## config.mk

```make
export PLATFORM = sky130hd
export DESIGN_NAME = alarm_trigger
export DESIGN_NICKNAME = d
export VERILOG_FILES = /design/src/rtl/alarm_trigger_pkg.sv /design/src/rtl/alarm_trigger_tick_timer.sv /design/src/rtl/alarm_trigger.sv
export SDC_FILE = /design/constraint.sdc
export NUM_CORES = 1
export LEC_CHECK = 0
export ABC_CLOCK_PERIOD_IN_PS = 2530
export CAP_MARGIN = 20
export CORE_ASPECT_RATIO = 1.75
export CORE_MARGIN = 1.5
export CORE_UTILIZATION = 39
export CTS_CLUSTER_DIAMETER = 120
export DETAILED_ROUTE_END_ITERATION = 12
export GPL_TIMING_DRIVEN = 0
export PLACE_DENSITY = 0.87
export SKIP_CTS_REPAIR_TIMING = 1
export SLEW_MARGIN = 10
export SYNTH_ARGS = -nofsm -noshare
export SYNTH_HDL_FRONTEND = slang
export SYNTH_SLANG_ARGS = --single-unit
```

## constraint.sdc

```tcl
create_clock -name clk_i -period 2.53 [get_ports clk_i]
set_clock_uncertainty 0.15 [all_clocks]
set_input_delay 0.506 -clock clk_i [delete_from_list [all_inputs] [get_ports clk_i]]
set_output_delay 0.506 -clock clk_i [all_outputs]
set_load 0.01 [all_outputs]
```

## src/rtl/alarm_trigger_pkg.sv

```systemverilog
// Shared definitions for the alarm trigger: state encoding, timer width and
// default timing parameters.
package alarm_trigger_pkg;

  typedef enum logic [1:0] {
    ST_IDLE    = 2'd0,
    ST_RINGING = 2'd1,
    ST_SNOOZE  = 2'd2
  } state_e;

  localparam int unsigned TIMER_W            = 9;
  localparam int unsigned RING_SECONDS_DEF   = 60;
  localparam int unsigned SNOOZE_SECONDS_DEF = 300;
  localparam int unsigned MAX_SNOOZE_DEF     = 3;

endpackage

```

## src/rtl/alarm_trigger_tick_timer.sv

```systemverilog
// Seconds counter: clears on request, counts tick pulses, and flags the tick
// that brings the count up to the limit.
module tick_timer
  import alarm_trigger_pkg::*;
(
  input  logic               clk_i,
  input  logic               rst_ni,
  input  logic               clear_i,
  input  logic               tick_i,
  input  logic [TIMER_W-1:0] limit_i,
  output logic               done_o
);

  logic [TIMER_W-1:0] count_q, count_d;

  always_ff @(posedge clk_i or negedge rst_ni) begin
    if (!rst_ni) count_q <= '0;
    else         count_q <= count_d;
  end

  always_comb begin
    count_d = count_q;
    if (clear_i)     count_d = '0;
    else if (tick_i) count_d = count_q + TIMER_W'(1);
  end

  // Fires on the limit-th tick so the owner leaves the state before any wrap.
  assign done_o = tick_i && (count_q == limit_i - TIMER_W'(1));

endmodule

```

## src/rtl/alarm_trigger.sv

```systemverilog
// Alarm clock trigger: rings on a time match, supports a bounded number of
// snoozes, and times out both the ringing and the snooze intervals.
module alarm_trigger
  import alarm_trigger_pkg::*;
#(
  parameter int unsigned RING_SECONDS   = RING_SECONDS_DEF,
  parameter int unsigned SNOOZE_SECONDS = SNOOZE_SECONDS_DEF,
  parameter int unsigned MAX_SNOOZE     = MAX_SNOOZE_DEF
) (
  input  logic       clk_i,
  input  logic       rst_ni,
  input  logic       tick_1hz_i,
  input  logic       enable_i,
  input  logic [7:0] cur_second_i,
  input  logic [7:0] cur_minute_i,
  input  logic [7:0] cur_hour_i,
  input  logic [7:0] alarm_minute_i,
  input  logic [7:0] alarm_hour_i,
  input  logic       stop_i,
  input  logic       snooze_i,
  output logic       ring_o,
  output logic       beep_o,
  output logic       snoozing_o,
  output logic [1:0] snooze_cnt_o
);

  localparam logic [TIMER_W-1:0] RING_LIM   = TIMER_W'(RING_SECONDS);
  localparam logic [TIMER_W-1:0] SNOOZE_LIM = TIMER_W'(SNOOZE_SECONDS);

  state_e             state_q, state_d;
  logic               ring_q, ring_d, beep_q, beep_d, snoozing_q, snoozing_d;
  logic [1:0]         cnt_q, cnt_d;
  logic               match, kill, snooze_ok, expire, tmr_clear;
  logic [TIMER_W-1:0] tmr_limit;

  assign match = tick_1hz_i && enable_i
              && (alarm_hour_i < 8'd24) && (alarm_minute_i < 8'd60)
              && (cur_hour_i == alarm_hour_i) && (cur_minute_i == alarm_minute_i)
              && (cur_second_i == 8'd0);

  assign kill      = !enable_i || stop_i;
  assign snooze_ok = snooze_i && (32'(cnt_q) < MAX_SNOOZE);
  assign tmr_limit = (state_q == ST_SNOOZE) ? SNOOZE_LIM : RING_LIM;
  // Held at zero while idle and restarted on every state change.
  assign tmr_clear = (state_q == ST_IDLE) || (state_d != state_q);

  tick_timer u_timer (
    .clk_i   (clk_i),
    .rst_ni  (rst_ni),
    .clear_i (tmr_clear),
    .tick_i  (tick_1hz_i),
    .limit_i (tmr_limit),
    .done_o  (expire)
  );

  always_ff @(posedge clk_i or negedge rst_ni) begin
    if (!rst_ni) begin
      state_q    <= ST_IDLE;
      ring_q     <= 1'b0;
      beep_q     <= 1'b0;
      snoozing_q <= 1'b0;
      cnt_q      <= '0;
    end else begin
      state_q    <= state_d;
      ring_q     <= ring_d;
      beep_q     <= beep_d;
      snoozing_q <= snoozing_d;
      cnt_q      <= cnt_d;
    end
  end

  always_comb begin
    state_d = state_q;
    unique case (state_q)
      ST_IDLE:    if (match) state_d = ST_RINGING;
      ST_RINGING: begin
        if (kill || expire) state_d = ST_IDLE;
        else if (snooze_ok) state_d = ST_SNOOZE;
      end
      ST_SNOOZE: begin
        if (kill)        state_d = ST_IDLE;
        else if (expire) state_d = ST_RINGING;
      end
      default:    state_d = ST_IDLE;
    endcase
  end

  always_comb begin
    ring_d     = (state_d == ST_RINGING);
    snoozing_d = (state_d == ST_SNOOZE);
    beep_d     = 1'b0;
    if (state_d == ST_RINGING)
      beep_d = (state_q != ST_RINGING) ? 1'b1 : (beep_q ^ tick_1hz_i);
    cnt_d = cnt_q;
    if (state_q == ST_IDLE && state_d == ST_RINGING)
      cnt_d = '0;
    else if (state_q == ST_RINGING && state_d == ST_SNOOZE)
      cnt_d = cnt_q + 2'd1;
  end

  assign ring_o       = ring_q;
  assign beep_o       = beep_q;
  assign snoozing_o   = snoozing_q;
  assign snooze_cnt_o = cnt_q;

endmodule

```

==> impl_metrics.py <==
metrics = {
    "outcome": {
        "status": "complete, no violations",
    },
    "global_route": {
        "grt_max_degree": 17,
        "grt_pass1_vias": 1105,
        "grt_pass1_wl_mm": 4.48,
        "gr-usage-all-layers_pct": 20.1,
        "gr-total-overflow": 0,
        "antenna_found_initial": 0,
    },
    "clock_tree": {
        "cts_max_path_buffers": 2,
        "cts.sinks": 16,
        "htree_num_levels": 1,
        "tritoncts": "yes",
        "cts_buffers": 3,
        "cts.clk_slew.worst_paths_ps": 70,
        "cts-root-buf": "clkbuf_8",
        "insertion_delay_ps": 250,
    },
    "floorplanning": {
        "die_w_um": 41.5,
        "initial_utilization_pct": 41.1,
        "die_area_sq_um": 2920,
        "die_h_um": 70.4,
        "io_pins": 51,
        "core_sq_um": 2460,
        "rows": 24,
    },
    "yosys": {
        "synth_most_common_cell": "nor2_1",
        "yosys-top-cells-count": "nor2_1 (17), dfrtp_1 (16), xnor2_1 (16)",
        "synth.distinct_cells": 29,
        "syn_nets": 152,
        "synthArstFlopShare_pct": 100,
        "synth-edff-count": 0,
        "yosysWarningCount": 0,
        "ys.flop_type": "dfrtp_1",
        "post-synth-top-area-cell": "dfrtp_1",
        "synth.yosys.seq_area_share_pct": 39.6,
        "synth.top_cell.area_share_pct": 39.6,
        "synth.cell_area_sq_um": 1010,
        "synthTopCellsByArea": "dfrtp_1 (40%), xnor2_1 (14%), nor2_1 (6.3%)",
        "ys_ff_latch": 16,
        "synth.avg_cell_area_sq_um": 9.73,
        "syn_inst": 104,
    },
    "drt": {
        "met3WireLength_um": 203,
        "routedLengthMet1_um": 797,
        "routed_wl_mm": 2.52,
        "drtPass1Iterations": 4,
        "wl_met2_mm": 1.47,
        "vias": 989,
        "drtIter0Drc": 6,
        "via_per_inst": 5.40,
        "wl_per_cell_um": 13.8,
        "top_layer_used": "met4",
        "drc_errors": 0,
        "ant_nets": 0,
    },
    "timing": {
        "finalCritPeriodShare_pct": 87.9,
        "rsz0062_at_grt": "false",
        "worst_slew_pin_slew_ps": 718,
        "slew_headroom_pct": 52.0,
        "period_needed_ps": 2220,
        "holdWs_ps": 421,
        "max_freq_mhz": 449,
        "setup_viol": 0,
        "slew_violations": 0,
        "tns_ps": 0,
        "finalHoldViolations": 0,
    },
    "place": {
        "place_hpwl_mm": 2.12,
        "gp_congestion": 0.717,
        "io_buffer_count": 49,
    },
    "critical_path": {
        "critPathCaptureType": "flip-flop",
        "cp_max_fo": 4,
        "critPathLaunchType": "flip-flop",
        "slowest_delay_ps": 530,
        "crit_chain": "ha_1, nand3_4, or4_4, nor2_2, mux2i_1, nand2_1",
        "cp.buffers_inverters": 0,
        "cp.required_ps": 2500,
        "path_delay_family": "simple AND/OR/NAND/NOR gates",
        "slowest_stage": "or4_4",
        "worstSetupPathType": "reg2reg",
        "arrival_ps": 2200,
    },
    "final_layout": {
        "diodes": 0,
        "area_growth_pct": 57.1,
        "drive_gt1_share_pct": 7.64,
        "final_nets": 206,
    },
    "run": {
        "maxCapViolations": 0,
    },
    "power": {
        "finalPower_mw": 0.596,
        "p_leak_nw": 0.621,
        "p_per_area_nw_per_um2": 375,
        "peakVddDrop_mv": 0.267,
    },
    "worst_hold_path": {
        "hp-class": "in2reg",
    },
}
-- tightest hold or removal path: cells and delay by family --
kind,cells,cell delay (ps)
buf+inv,1,120
xor+xnor,1,120
simple gates,1,40
-- area by class of cell --
class / count / area (sq um)
clock buffer: 4 / 55.1
timing repair buffer: 49 / 490
multi-input combinational: 85 / 593
inverter: 2 / 7.51
sequential: 16 / 400
buffer: 1 / 11.3
fill: 210 / 872
tap: 26 / 32.5
-- per-stage QoR --
step	utilization, %	instance area [sq um]	instances	worst slack, ps
finish	64.6	1590	183	305
global route	64.6	1590	183	237
CTS	64.6	1590	183	291
detailed placement	62.3	1540	179	331
global placement	62.3	1540	179	324
floorplan	-	1010	104	528
-- per-layer routing --
metal	vias up	track usage, %
met5	-	0
met4	0	8.60
met3	4	5.94
met2	52	38.7
met1	460	18.3
li1	473	-
-- state kept, by name, summed over array words and instances, names as in the netlist --
name / flops
state_q: 2
u_timer.count_q: 9
beep_o: 1
snooze_cnt_o: 2
ring_o: 1
snoozing_o: 1
-- cell usage in the layout, fill, tap and decap left out, types with 3 or more instances in the layout --
cell type	n
nand2_1	3
xor2_1	5
nor2_1	17
nor3b_1	3
nor4_1	4
clkbuf_8	4
xnor2_1	16
mux2i_1	4
a21oi_1	3
nand3_1	6
clkdlybuf4s50_1	49
dfrtp_1	16
nand4_1	6
-- logic make-up after synthesis --
| logic type | Yosys count | synth area share [%] |
|---|---|---|
| adders and majority gates | 2 | 2.47 |
| buffers and inverters | 3 | 1.85 |
| xor gates and xnor gates | 21 | 18.2 |
| AOI/OAI and AO/OA | 8 | 5.93 |
| and+or+nand+nor | 50 | 28.1 |
| DFF | 16 | 39.6 |
| muxes | 4 | 3.96 |
-- path summary, 6_finish.rpt --
kind                               startpoint            endpoint  slack, ps  cells after the start
max                        u_timer.count_q[0]          state_q[0]        310                      6
min                                tick_1hz_i  u_timer.count_q[0]        420                      3
max reg2reg                u_timer.count_q[0]          state_q[0]        310                      6
min reg2reg                u_timer.count_q[8]  u_timer.count_q[8]        440                      2
max in group asynchronous              rst_ni     snooze_cnt_o[0]       1250                      1
min in group asynchronous              rst_ni  u_timer.count_q[5]        530                      1
-- where the power goes --
| group | internal [mW] | switching (mW) | leakage (nW) |
|---|---|---|---|
| Combinational | 0.0780 | 0.0318 | 0.368 |
| Sequential | 0.256 | 0.000000000212 | 0.224 |
| Clock | 0.138 | 0.0924 | 0.0288 |
| Total | 0.472 | 0.124 | 0.621 |
Power figures use the tool's default switching activity.
